--- config.mk ---
export PLATFORM = sky130hd
export DESIGN_NAME = mult_rr_arbiter
export DESIGN_NICKNAME = d
export VERILOG_FILES = /design/src/rtl/mult_rr_arbiter.sv
export SDC_FILE = /design/constraint.sdc
export NUM_CORES = 1
export LEC_CHECK = 0
export CAP_MARGIN = 20
export CORE_MARGIN = 2
export CORE_UTILIZATION = 45
export DETAILED_ROUTE_END_ITERATION = 8
export DONT_BUFFER_PORTS = 1
export HOLD_SLACK_MARGIN = 0.02
export PLACE_DENSITY_LB_ADDON = 0.08
export SYNTH_ARGS = -nofsm -noshare
export SYNTH_HDL_FRONTEND = slang
export SYNTH_SLANG_ARGS = --single-unit
--- constraint.sdc ---
create_clock -name clk -period 4.1 [get_ports clk]
set_clock_uncertainty 0.05 [all_clocks]
set_input_delay 0.41 -clock clk [delete_from_list [all_inputs] [get_ports clk]]
set_output_delay 0.41 -clock clk [all_outputs]
set_load 0.03 [all_outputs]
--- src/rtl/mult_rr_arbiter.sv ---
// Round-robin front end that shares one signed Booth multiplier engine among R requesters.
// Sequences start/latency/capture for the engine and returns each product tagged with its requester.
module mult_rr_arbiter #(
  parameter int N = 5,
  parameter int R = 4,
  localparam int IDW = (R > 1) ? $clog2(R) : 1
) (
  input  logic                  clk,
  input  logic                  rstn,
  input  logic [R-1:0]          req_valid,
  input  logic [R*N-1:0]        req_a,
  input  logic [R*N-1:0]        req_b,
  output logic [R-1:0]          req_ready,
  output logic                  resp_valid,
  input  logic                  resp_ready,
  output logic [IDW-1:0]        resp_id,
  output logic signed [2*N-1:0] resp_product,
  output logic                  busy,
  output logic                  mul_start,
  output logic signed [N-1:0]   mul_multiplier,
  output logic signed [N-1:0]   mul_multiplicand,
  input  logic signed [2*N-1:0] mul_product
);

  localparam int CW = $clog2(N + 1);

  typedef enum logic [2:0] {
    IDLE  = 3'd0,
    START = 3'd1,
    RUN   = 3'd2,
    CAPT  = 3'd3,
    RESP  = 3'd4
  } state_t;

  state_t         state_q;
  state_t         state_d;
  logic [IDW-1:0] ptr;
  logic [IDW-1:0] id_q;
  logic [CW-1:0]  cnt;
  logic [R-1:0]   grant;
  logic [IDW-1:0] grant_idx;
  logic           grant_found;
  int             scan_idx;

  // Cyclic priority search starting just after the last granted requester.
  always_comb begin
    grant       = '0;
    grant_idx   = '0;
    grant_found = 1'b0;
    scan_idx    = 0;
    if (rstn && state_q == IDLE) begin
      for (int k = 1; k <= R; k++) begin
        scan_idx = (int'(ptr) + k) % R;
        if (!grant_found && req_valid[scan_idx]) begin
          grant_found = 1'b1;
          grant_idx   = IDW'(scan_idx);
        end
      end
      if (grant_found) grant[grant_idx] = 1'b1;
    end
  end

  always_comb begin
    state_d = state_q;
    case (state_q)
      IDLE:    if (grant_found) state_d = START;
      START:   state_d = RUN;
      RUN:     if (cnt == CW'(N)) state_d = CAPT;
      CAPT:    state_d = RESP;
      RESP:    if (resp_ready) state_d = IDLE;
      default: state_d = IDLE;
    endcase
  end

  always_ff @(posedge clk) begin
    if (!rstn) state_q <= IDLE;
    else       state_q <= state_d;
  end

  // Operand latch on grant, latency count, product capture
  always_ff @(posedge clk) begin
    if (!rstn) begin
      ptr              <= IDW'(R - 1);
      id_q             <= '0;
      cnt              <= '0;
      mul_multiplier   <= '0;
      mul_multiplicand <= '0;
      resp_id          <= '0;
      resp_product     <= '0;
    end else begin
      case (state_q)
        IDLE: begin
          if (grant_found) begin
            mul_multiplier   <= req_a[int'(grant_idx)*N +: N];
            mul_multiplicand <= req_b[int'(grant_idx)*N +: N];
            id_q             <= grant_idx;
            ptr              <= grant_idx;
          end
        end
        START: cnt <= '0;
        RUN:   cnt <= cnt + 1'b1;
        CAPT: begin
          resp_product <= mul_product;
          resp_id      <= id_q;
        end
        default: ;
      endcase
    end
  end

  assign req_ready  = grant;
  assign mul_start  = (state_q == START);
  assign busy       = (state_q != IDLE);
  assign resp_valid = (state_q == RESP);

endmodule

### After elaboration in Yosys (flattened, before gate mapping)

Cells that the tools add are included.

* register bits after elaboration: 32
* bits of input ports: 57
* output and inout bits: 29
* word-level logic and storage cells: 87

* add/sub/neg operators: 5
* $mul: 1
* $lt $le $gt $ge: 6
* equality and inequality tests: 8
* shift operators: 2
* muxes and demuxes: 36
* bitwise logic cells: 4
* reduce and logical (&&, ||, !) cells: 17

Operator list (count)
* 20-bit by 32-bit indexed part select with 5-bit output: 1
* 20-bit by 6-bit indexed part select with 5-bit output: 1
* 1-bit 2-to-1 mux: 18
* 3-bit by 4-bit < comparator with 1-bit output, second input constant: 4
* 3-bit one-hot mux with 5 select lines: 1
* 2-bit 2-to-1 mux: 6
* 3-bit 2-to-1 mux: 3
* 1-bit binary-select mux with 2-bit select: 4
* 4-bit 2-to-1 mux: 2
* 2-bit OR reduction: 4
* 3-bit by 2-bit == test with 1-bit output, second input constant: 2
* 3-bit == test, second input constant: 2
* 3-bit one-hot mux with 2 select lines: 1
* 1-bit logical AND: 5
* 2-bit by 3-bit multiplier with 5-bit output, second input constant: 1
* 2-bit by 1-bit adder with 2-bit output, second input constant: 2
* 2-bit adder, second input constant: 2
* 1-bit bitwise AND, first input constant: 4
* 2-bit != test, second input constant: 2
* 3-bit by 1-bit adder with 3-bit output, second input constant: 1
* 3-bit by 1-bit == test with 1-bit output, second input constant: 1
* 1-bit logical NOT: 3
* 3-bit logical NOT: 1
* 2-bit by 3-bit < comparator with 1-bit output, second input constant: 1
* other kinds (7): 7

### Logic depth before layout (Yosys ltp)

* depth in word-level cells: 26
* mapped depth: 6
* mapped depth without buffers: 6

### Worst setup path after synthesis

Ideal clock, no wire load.

* path kind: input port to output port
* start point: input req_valid[3]
* end point: output req_ready[0]
* arrival time: 1.836 ns
* data required time: 3.640 ns
* slack: 1.804 ns
* stages: 4
* buffers on the path: 0
* cell sequence: nor2b_4 -> o21ai_0 -> nand3_1 -> nor3_1

* word-level cells in the longest chain between the ends: 23
* elaborated cells on any way between the ends: 38
* classes of those cells: 2 x order compare; 29 x mux; 7 x reduce/logical

RTL lines
* start, declared: RTL line 10 `input logic [R-1:0] req_valid,`
* 1-bit binary-select mux with 2-bit select: RTL line 54 `if (!grant_found && req_valid[scan_idx]) begin`
* 1-bit 2-to-1 mux (not written as such) (2 in a row): RTL line 54
* 1-bit 2-to-1 mux: RTL line 54
* 1-bit 2-to-1 mux: RTL line 51 `if (rstn && state_q == IDLE) begin`
* 1-bit logical NOT: RTL line 54
* 1-bit logical AND: RTL line 54
* 1-bit 2-to-1 mux: RTL line 54
* 1-bit 2-to-1 mux: RTL line 51
* (+6 left out)
* 2-bit 2-to-1 mux: RTL line 54
* 2-bit 2-to-1 mux: RTL line 51
* 2-bit by 3-bit < comparator with 1-bit output (not written as such) / 2-bit by 1-bit >= comparator with 1-bit output (equally long branches): RTL line 59 `if (grant_found) grant[grant_idx] = 1'b1;`
* 1-bit logical AND (not written as such): RTL line 59
* 1-bit 2-to-1 mux (not written as such): RTL line 59
* 1-bit demux with 2-bit select: RTL line 59
* 4-bit 2-to-1 mux (*): RTL line 59
* 4-bit 2-to-1 mux (*): RTL line 51
* end, declared: RTL line 13 `output logic [R-1:0] req_ready,`

Every way passes the cells marked *; elsewhere a longest branch is shown, timed or not. The select of a mux whose other input is x is not followed.

### Worst setup path after layout

* start point: register state_q[2]
* end point: output req_ready[2]

* word-level cells in the longest chain between the ends: 3

RTL lines
* start, declared: RTL line 35 `state_t state_q;`
* start signal, assigned: RTL line 77 `else state_q <= state_d;`
* 3-bit logical NOT: RTL line 51
* 1-bit logical AND: RTL line 51
* 4-bit 2-to-1 mux: RTL line 51

No other way between the ends.

==> flow_summary.json <==
{
  "clk_pin_slew_worst_paths_ns": 0.07,
  "cp_top_family": "simple AND/OR/NAND/NOR gates",
  "start_util_pct": 47.8,
  "synth_common_cells": "nand2_1 (35), dfxtp_1 (32), a21boi_0 (17)",
  "post-dp-hpwl_um": 3170,
  "die_h_um": 66.8,
  "vias": 1495,
  "rsz0062_at_grt": "false",
  "tritoncts": "done",
  "tightestPinTransition_ns": 0.965,
  "synthDominantCellAreaShare_pct": 36.1,
  "yosysWarnings": 0,
  "dp.cells": 244,
  "totalWireLength_um": 4160,
  "clock-sinks": 32,
  "crit_path_cell_trace": "nor3_2 > nand3_2 > or3b_1 > nor2_1",
  "setup_violations": 0,
  "critical_path_arrival_ns": 2.35,
  "yosys-top-cells-area": "dfxtp_1 (36%), nand2_1 (7.4%), a21boi_0 (7.2%), a211oi_2 (4.2%), o21ai_0 (3.9%)",
  "fin_tns_setup_ns": 0,
  "fillers": 371,
  "port_buffers": 0,
  "netlist_area_um2": 1780,
  "synth_edf_count": 0,
  "path_buf_inv": 0,
  "worst_r2r_startpoint": "ptr[0]",
  "finalMaxSlewViolations": 0,
  "status": "finished, final reports clean",
  "hold_path.class": "in -> reg",
  "drtIter0Drc": 79,
  "routabilityCongestion": 0.782,
  "io_pins": 86,
  "synth_top_area_cell": "dfxtp_1",
  "final_cells": 252,
  "synth-seq-cells": 32,
  "async_reset_ff_share_pct": 0,
  "synth.distinct_cells": 41,
  "grt_pass1_vias": 1425,
  "die_area_um2": 4470,
  "cts_made_buffers": 5,
  "drive_gt1_share_pct": 12.7,
  "final_hold_viol_count": 0,
  "cap_viol_max_count": 0,
  "slowest_stage": "or3b_1",
  "endpoint_kind": "output port",
  "timing.final.crit_share_pct": 68.5,
  "ir_worst_vdd_v": 0.000244,
  "postSynthCellCount": 209,
  "cts_hold_buf": 0,
  "synth.most_common_cell": "nand2_1",
  "gr-total-overflow": 0,
  "wl_per_cell_um": 16.5,
  "critical_path.max_stage_delay_ns": 0.59,
  "p_leak_nw": 0.673,
  "syn_area_per_cell_um2": 8.50,
  "fmax_mhz": 356,
  "drc": 0,
  "synth.yosys.seq_area_share_pct": 36.1,
  "cts.repair.resized": 0,
  "hold_path.startpoint": "rstn",
  "area_growth_pct": 6.55,
  "antenna_found_initial": 0,
  "htreeDepth": 2,
  "core_um2": 3720,
  "dr.pass1.iters": 5,
  "powerDensity_nw_per_um2": 593,
  "route.antenna.remaining_nets": 0,
  "chipWidth_um": 66.8,
  "viasPerCell": 5.93,
  "cts_setup_buffers": 0,
  "syn_nets": 268,
  "clock-root-buffer": "clkbuf_8",
  "fin_nets": 262,
  "row_count": 22,
  "grt_pass1_wl_um": 6580,
  "worst_setup_path_start_kind": "flip-flop",
  "path_class": "reg -> out",
  "clockBufferDepth": 2,
  "synth_top_flop_cell": "dfxtp_1",
  "clock_latency_ns": 0.28,
  "fin_crit_ns": 2.81,
  "power.total_mw": 1.12,
  "grt_usage_pct": 19.3,
  "timing.slew.headroom_pct": 35.2,
  "num_antenna_cells": 0,
  "cp.required_ns": 3.64,
  "grt_max_degree": 30,
  "crit_start": "state_q[2]",
  "path_max_fanout": 11
}
[stage by stage]
step | instance area (um2) | hold slack, ns | util (%) | setup WS, ns
floorplan | 1780 | 0.391 | - | 1.80
global placement | 1780 | 0.412 | 47.9 | 1.62
detailed placement | 1780 | 0.415 | 47.9 | 1.58
CTS | 1890 | 0.146 | 50.9 | 1.29
global route | 1890 | 0.141 | 50.9 | 1.14
finish | 1890 | 0.155 | 50.9 | 1.29
[cell usage in the layout (no fill, tap or decap), types with 2 or more instances in the layout]
| master | n |
|---|---|
| o31ai_1 | 5 |
| nand2b_1 | 2 |
| nand4_1 | 5 |
| nor3b_1 | 2 |
| ha_1 | 2 |
| nor3_1 | 4 |
| a221o_1 | 5 |
| mux2_2 | 6 |
| nand3_1 | 2 |
| inv_1 | 5 |
| and2_1 | 5 |
| dfxtp_1 | 32 |
| a211oi_1 | 4 |
| o31a_1 | 5 |
| nor2b_1 | 3 |
| a21oi_1 | 7 |
| nor2_1 | 7 |
| o21ai_0 | 14 |
| a211oi_2 | 6 |
| clkbuf_8 | 5 |
| o21a_1 | 2 |
| a21boi_0 | 17 |
| mux2i_1 | 5 |
| nand2_1 | 35 |
| buf_4 | 2 |
[sequential cells by signal, indices dropped and copies added, names as in the netlist]
| register | flops |
|---|---|
| cnt | 3 |
| resp_product | 10 |
| state_q | 3 |
| mul_multiplicand | 5 |
| ptr | 2 |
| id_q | 2 |
| mul_multiplier | 5 |
| resp_id | 2 |
[power breakdown]
part / switching (mW) / internal, mW / total [mW]
registers: 0.136 / 0.371 / 0.507
clock network: 0.124 / 0.180 / 0.304
logic: 0.190 / 0.122 / 0.312
total: 0.450 / 0.673 / 1.12
[kinds of logic after synthesis]
logic type,Yosys count,synth area share [%]
compound gates,69,28.8
simple gates,74,21.6
fa+ha+maj,2,1.41
xor+xnor,1,0.493
mux,11,6.62
flops,32,36.1
buf+inv,20,5.00
[routing by layer]
layer | part of all wire, % | vias to the layer above | global-route usage, %
li1 | - | 745 | -
met2 | 49 | 69 | 34.8
met3 | 10 | 5 | 6.76
met1 | 40 | 676 | 20.4
met4 | 1.1 | 0 | 7.65
met5 | 0 | - | 0
[final timing paths]
kind / end / slack (ns) / depth (start not counted)
worst min register to register: resp_id[0] / 0.43 / 2
worst min-delay path: ptr[0] / 0.16 / 1
worst max register to register: mul_multiplier[2] / 1.67 / 5
worst max-delay path: req_ready[2] / 1.29 / 4
[layout make-up]
cell class              count  area, um2  share of cell area [%]
well taps                  48       60.1                    3.17
flip-flops and latches     32        641                    33.8
clock buffers               5       68.8                    3.64
repair buffers              2       15.0                   0.793
clock inverters             3       42.5                    2.25
inverters                   5       18.8                   0.991
multi-input cells         157       1050                    55.3
No activity file was read; power rests on OpenSTA's default activity.
